--- config.mk ---
export PLATFORM = sky130hd
export DESIGN_NAME = regfile_mp
export DESIGN_NICKNAME = d
export VERILOG_FILES = /design/src/rtl/regfile_mp.sv
export SDC_FILE = /design/constraint.sdc
export NUM_CORES = 2
export LEC_CHECK = 0
export BUFFER_PORTS_ARGS = -buffer_cell sky130_fd_sc_hd__buf_2
export CAP_MARGIN = 25
export CORE_MARGIN = 8
export CORE_UTILIZATION = 30
export CTS_CLUSTER_SIZE = 16
export DETAILED_ROUTE_END_ITERATION = 10
export PLACE_DENSITY = 0.51
export SLEW_MARGIN = 30
export SYNTH_ARGS = -nofsm -noshare
export SYNTH_HDL_FRONTEND = slang
export SYNTH_SLANG_ARGS = --single-unit
--- constraint.sdc ---
create_clock -name clock_i -period 41.5 [get_ports clock_i]
set_input_delay 0 -clock clock_i [delete_from_list [all_inputs] [get_ports clock_i]]
set_output_delay 0 -clock clock_i [all_outputs]
set_load 0.03 [all_outputs]
--- src/rtl/regfile_mp.sv ---
// Parametrised multi-port register file with a per-register pending scoreboard.
// Read data and pending flags are registered; optional same-cycle write-to-read bypass.
module regfile_mp #(
  parameter int unsigned XLEN   = 32,
  parameter int unsigned NREGS  = 32,
  parameter int unsigned NWR    = 2,
  parameter int unsigned NRD    = 4,
  parameter int unsigned BYPASS = 1,
  localparam int unsigned AW    = $clog2(NREGS)
) (
  input  logic                clock_i,
  input  logic                reset_i,
  input  logic [NRD*AW-1:0]   rs_addr_i,
  output logic [NRD*XLEN-1:0] rs_data_o,
  output logic [NRD-1:0]      rs_pend_o,
  input  logic                stall_i,
  input  logic [NWR*AW-1:0]   rd_addr_i,
  input  logic [NWR*XLEN-1:0] rd_data_i,
  input  logic [NWR-1:0]      rd_write_i,
  input  logic [NWR*AW-1:0]   pend_addr_i,
  input  logic [NWR-1:0]      pend_set_i
);

  logic [XLEN-1:0]     regs_q [NREGS];
  logic [XLEN-1:0]     regs_d [NREGS];
  logic [NREGS-1:0]    pend_q, pend_d;
  logic [NREGS-1:0]    clr_mask, set_mask, pend_clr;
  logic [NRD*XLEN-1:0] rdata_d;
  logic [NRD-1:0]      rpend_d;

  // Ascending port loop: the highest-index port on a shared address wins.
  always_comb begin
    logic [AW-1:0] waddr;
    logic [AW-1:0] paddr;
    waddr    = '0;
    paddr    = '0;
    regs_d   = regs_q;
    clr_mask = '0;
    set_mask = '0;
    for (int w = 0; w < NWR; w++) begin
      waddr = rd_addr_i[w*AW +: AW];
      paddr = pend_addr_i[w*AW +: AW];
      if (rd_write_i[w]) begin
        clr_mask[waddr] = 1'b1;
        if (waddr != '0) begin
          regs_d[waddr] = rd_data_i[w*XLEN +: XLEN];
        end
      end
      if (pend_set_i[w]) begin
        set_mask[paddr] = 1'b1;
      end
    end
    clr_mask[0] = 1'b0;
    set_mask[0] = 1'b0;
    pend_clr    = pend_q & ~clr_mask;
    // A new producer issued in the same cycle as a writeback keeps the bit set.
    pend_d      = pend_clr | set_mask;
  end

  always_comb begin
    logic [AW-1:0] ra;
    ra      = '0;
    rdata_d = '0;
    rpend_d = '0;
    for (int r = 0; r < NRD; r++) begin
      ra = rs_addr_i[r*AW +: AW];
      rdata_d[r*XLEN +: XLEN] = regs_q[ra];
      rpend_d[r] = (BYPASS != 0) ? pend_clr[ra] : pend_q[ra];
      if (BYPASS != 0) begin
        for (int w = 0; w < NWR; w++) begin
          if (rd_write_i[w] && (ra != '0) && (rd_addr_i[w*AW +: AW] == ra)) begin
            rdata_d[r*XLEN +: XLEN] = rd_data_i[w*XLEN +: XLEN];
          end
        end
      end
    end
  end

  always_ff @(posedge clock_i or posedge reset_i) begin
    if (reset_i) begin
      for (int i = 0; i < NREGS; i++) begin
        regs_q[i] <= '0;
      end
      pend_q    <= '0;
      rs_data_o <= '0;
      rs_pend_o <= '0;
    end else begin
      for (int i = 0; i < NREGS; i++) begin
        regs_q[i] <= regs_d[i];
      end
      pend_q <= pend_d;
      if (!stall_i) begin
        rs_data_o <= rdata_d;
        rs_pend_o <= rpend_d;
      end
    end
  end

endmodule

Word level (Yosys, flattened, before mapping)

Index checks and enable logic that the tools add are counted.
W data, S select, Z words.

Input bits: 111
Register bits: 1188
Output and inout port bits: 132
Logic and storage cells: 152

Reductions and logical operators: 28
Equal/unequal tests: 8
Magnitude comparators: 20
Muxes and demuxes: 50
Bitwise operators: 11

Operator list:

| cell                 | number |
|---|---|
| $mux W1024           | 4 |
| $bwmux W1024         | 2 |
| $mux W32             | 22 |
| $bmux W32 S5         | 4 |
| $demux W32 S5        | 2 |
| $or A32 B32 Y32      | 3 |
| $lt A5 B6 Y1 const B | 8 |
| $eq A5 B5 Y1         | 8 |
| $ge A6 B6 Y1 const B | 6 |
| $not A5 Y6           | 6 |
| $and A32 B32 Y32     | 1 |
| $not A32 Y32         | 1 |
| $reduce_bool A5 Y1   | 6 |
| $logic_and A1 B1 Y1  | 22 |
| $bmux W1 S5          | 4 |
| $demux W1 S5         | 4 |
| $ge A5 B1 Y1 const B | 4 |
| $lt A6 B1 Y1 const B | 2 |
| $mux W1              | 8 |

Logic depth before layout (Yosys ltp)

Depth after elaboration: 11
Gate-level depth with buffers: 11
Gate-level depth less buffers: 7

Worst setup path after synthesis

OpenSTA, ideal clock, no wires.

Path type: input port to flip-flop
From: in rs_addr_i[15]
To: reg rs_data_o[106]
Library setup time: 0.119 ns
Path slack: 39.306 ns
Cell stages on the path: 6
Data required time: 41.381 ns
Buffers on the path: 2
Data arrival time: 2.075 ns
Path through: buf_2 > buf_1 > mux4_2 > mux4_2 > mux2_2 > o21a_1

Longest elaborated chain between the ends: 6
Elaborated cells on any way between the ends: 13
Classes of those cells: eq/ne (2); mux (5); bitwise (1); reduce/logical (5)

RTL lines:

| element                                     | line | RTL |
|---|---|---|
| from (decl)                                 | 13   | `input logic [NRD*AW-1:0] rs_addr_i,` |
| $not A5 Y6 (implied by the code)            | 67   | `rdata_d[r*XLEN +: XLEN] = regs_q[ra];` |
| $bmux W32 S5                                | 67   |  |
| $mux W32 (implied by the code) (2 in a row) | 67   |  |
| $mux W32                                    | 71   | `if (rd_write_i[w] && (ra != '0) && (rd_addr_i[w*AW +: AW] == ra)) begin` |
| $mux W32 *                                  | 71   |  |
| to (signal assigned)                        | 93   | `rs_data_o <= rdata_d;` |
| to (decl)                                   | 14   | `output logic [NRD*XLEN-1:0] rs_data_o,` |

Every way passes the cells marked *; elsewhere a longest branch is shown, timed or not. The select of a mux whose other input is x is not followed.
A chain may end at the register's enable or synchronous reset.

Final worst setup path

From: in rs_addr_i[6]
To: reg rs_data_o[55]

Same word-level chain as after synthesis.

==> results.md <==
- Seq/Total Area, Yosys: between 30% and 40%
- Final period utilization: a little under an eighth
- Final net count: roughly 7.6k
- R2R Path Start: pend_q[21]
- Register area: between 20000 and 30000 um^2
- Total Power: approximately 4.7 mW
- Commonest non-fill, non-tap cell in the layout: mux4_2
- CTS Buf Count: between 100 and 150
- Hold Path Depth: 5
- Via count: 74.9k
- Worst hold path type: in -> reg
- Core area: between 200000 and 300000 um^2
- Most frequent CP cell: buf_4
- WS Path Type: in -> reg
- Post-Route WL: approximately 430000 um
- All-Layer GR Usage: a little over a quarter
- Post-CTS sizing: 0
- Setup TNS Final: 0 ns
- Ys flop type: dfrtp_1
- RSZ-0062 raised after global routing: false
- Cell Chain, Critical Path: buf_8 > buf_4 > buf_4 > buf_4 > buf_4 > mux4_2 > mux4_2 > mux2i_1 > a21oi_1 > dlygate4sd3_1
- F_max: around 0.21 GHz
- Filler Cells Inserted: 28.9k
- Slew @ Worst Pin: 1.16 ns
- Post-synth EDFFs: 0
- Hpwl dp: 243000 um
- R2R Path End: rs_pend_o[2]
- Via density: 6.50
- Synth unique cells: 77
- Flop-to-flop setup slack: just under 40 ns
- Critical path capture point: rs_data_o[55]
- Switching share of total power: approximately a third
- Largest net degree at the start of global routing: 162
- CTS tree: built
- Mapped Nets: 7926
- Final hold violation count: 1
- Cells on worst reg2reg path: 6
- Post-route ant nets: 0
- WP data required: approximately 42 ns
- Clk_skew: about 0.035 ns
- Register clock-pin slew on the reported worst setup and hold paths: roughly 0.060 ns
- Synth Warn #: 0
- Initial core utilization: about 30%
- Initial antenna violation count: 36
- Num ports: about 240
- Switch Pwr: approximately 1.6 mW
- Syn-to-layout area delta: 12.3%
- Worst hold path startpoint: rs_addr_i[6]
- PortBufs: around 240
- Post-Place Cell Area: 92800 um^2
- Gr ovfl total: 0
- Worst-Skew Late Latency: approximately 0.85 ns
- Combinational share of power: 32.4%
- Post-synth ARST share: 100%
- Slowest-stage cell, CP: buf_4
- Multi-input gate area: 55200 um^2
- Setup crit start: rs_addr_i[6]
- Clock sink count: approximately 1.2k
- Clock power frac: approximately 29%
- Power density cells: between 40 and 50 nW/um^2
- Fin area: between 90000 and 100000 um^2
- Fin util: between 30% and 40%
- Die height: approximately 560 um
- Startpoint Class: input port
- Crit. End Element: flop
- Worst hold slack: -0.0138 ns
- DRC Markers: 0
- Slew Viols, Final: 0
- Wire per inst: 37.1 um
- Die Area: about 310000 um^2
- Failing checks: negative hold slack
- CP Data Arrival Time: roughly 5.5 ns
- Initial DRT Pass Iterations: 9
- Run status: finished, violations left
- CTS root buffer: clkbuf_16
- Leakage Power: approximately 40 nW
- First-pass GRT wire length: roughly 590000 um
- Avg Cell Area, Syn: between 10 and 15 um^2
- Fraction of layout instances using a drive strength above 1: 27.2%
- MaxCap Viol Count: 0
- Mapped Cells: around 8k
- Final GP Congestion: 0.887
- Chip Width: between 500 and 600 um
- Most frequent cells in the layout: mux4_2, dfrtp_1, nand2_1, mux2i_1, nor2_1
- Sequential Power Share: 38.9%
- Synth Cell Area: approximately 90000 um^2
- Final setup viols: 0
- Vias in the first global route: ~72k
- Crit path largest cell delay: 0.77 ns
- Initial drt markers: between 10k and 15k
- Worst slew margin: 22.9%
- Cell Rows: 199
- Htree depth: 4
- CTS max path bufs: 3
- IR drop worst, VDD: roughly 0.000049 V
- Register bit total from synthesis: 1187
- CP Max Fanout: 50
- Internal power: 3.08 mW
- Crit path time final: around 4.8 ns
synthesized netlist by cell type (all sizes together) (18+ instances only):
library cell | n | area [um^2]
o22ai | 59 | 369
nand3b | 20 | 163
nand4 | 37 | 231
o21ai | 457 | 2290
buf | 340 | 1590
nand3 | 28 | 145
nor2b | 25 | 156
inv | 25 | 93.8
xor2 | 18 | 158
o2111ai | 20 | 181
dfrtp | 1187 | 29700
o221ai | 101 | 885
nor2 | 654 | 2460
a21oi | 443 | 2220
o21a | 49 | 368
a31oi | 197 | 1230
a22oi | 51 | 383
clkbuf | 691 | 2590
mux2i | 896 | 8970
nand2 | 1028 | 3860
or2 | 22 | 138
mux4 | 1283 | 28900
worst min-delay path by stage:
stage | end | slack [ns]
after CTS | regs_q[180] | 0.01
after global routing | rs_pend_o[1] | 0.009
final | rs_pend_o[1] | -0.01
after floorplan | pend_q[16] | 0.25
after detailed placement | pend_q[11] | 0.19
after global placement | rs_pend_o[1] | 0.18
state kept, by name (all words and copies together) (netlist names):
| register | flops |
|---|---|
| pend_q | 31 |
| regs_q | 1024 |
| rs_data_o | 128 |
| rs_pend_o | 4 |
timing repair:
action	CTS	global route
setup buffers	0	0
endpoints found under the hold margin	1262	0
hold buffers	147	0
endpoints found under the setup margin	0	0
final cells by class:
cell class / instances / share of cell area [%]
Tap cell: 3919 / 4.93
Antenna cell: 6 / 0.0151
Clock buffer: 209 / 4.33
Timing Repair Buffer: 568 / 4.61
Sequential cell: 1187 / 29.9
Multi-Input combinational cell: 5572 / 55.5
Clock inverter: 50 / 0.610
Inverter: 25 / 0.116
worst max-delay path, delay by kind of cell:
family / cells / cell delay, ns
muxes: 3 / 1.07
AOI/OAI and AO/OA: 1 / 0.09
buffers and inverters: 6 / 3.91
per-stage QoR:
step / std cells / hold slack (ns) / worst slack (ns)
6_report: 11500 / -0.0138 / 36.74
2_1_floorplan: 7815 / 0.253 / 8.06
4_1_cts: 11500 / 0.0119 / 36.57
3_5_place_dp: 11100 / 0.186 / 36.01
3_3_place_gp: 11100 / 0.179 / 35.99
5_1_grt: 11500 / 0.00918 / 36.25
per-layer routing:
layer	up-vias	GRT usage, %	part of all wire (%)
met2	5918	38.1	42
met4	32	15.3	6.9
met5	-	0	0.052
met1	38500	34.2	37
li1	29200	-	-
met3	1357	9.18	14
cell families after synthesis:
logic type,Yosys count,share of synthesized area (%)
compound gates,1446,9.63
simple gates,1906,8.84
buf+inv,1056,4.83
mux,2188,42.9
xor+xnor,32,0.316
flops,1187,33.5
power groups by stage:
stage                     sequential, mW  clock [mW]  combinational (mW)
after floorplan                     1.76           0                1.08
after global placement              1.81           0                1.45
after detailed placement            1.84           0                1.48
after CTS                           1.82        1.36                1.51
after global routing                1.88        1.41                1.61
final                               1.84        1.35                1.53
Power figures use the tool's default switching activity.
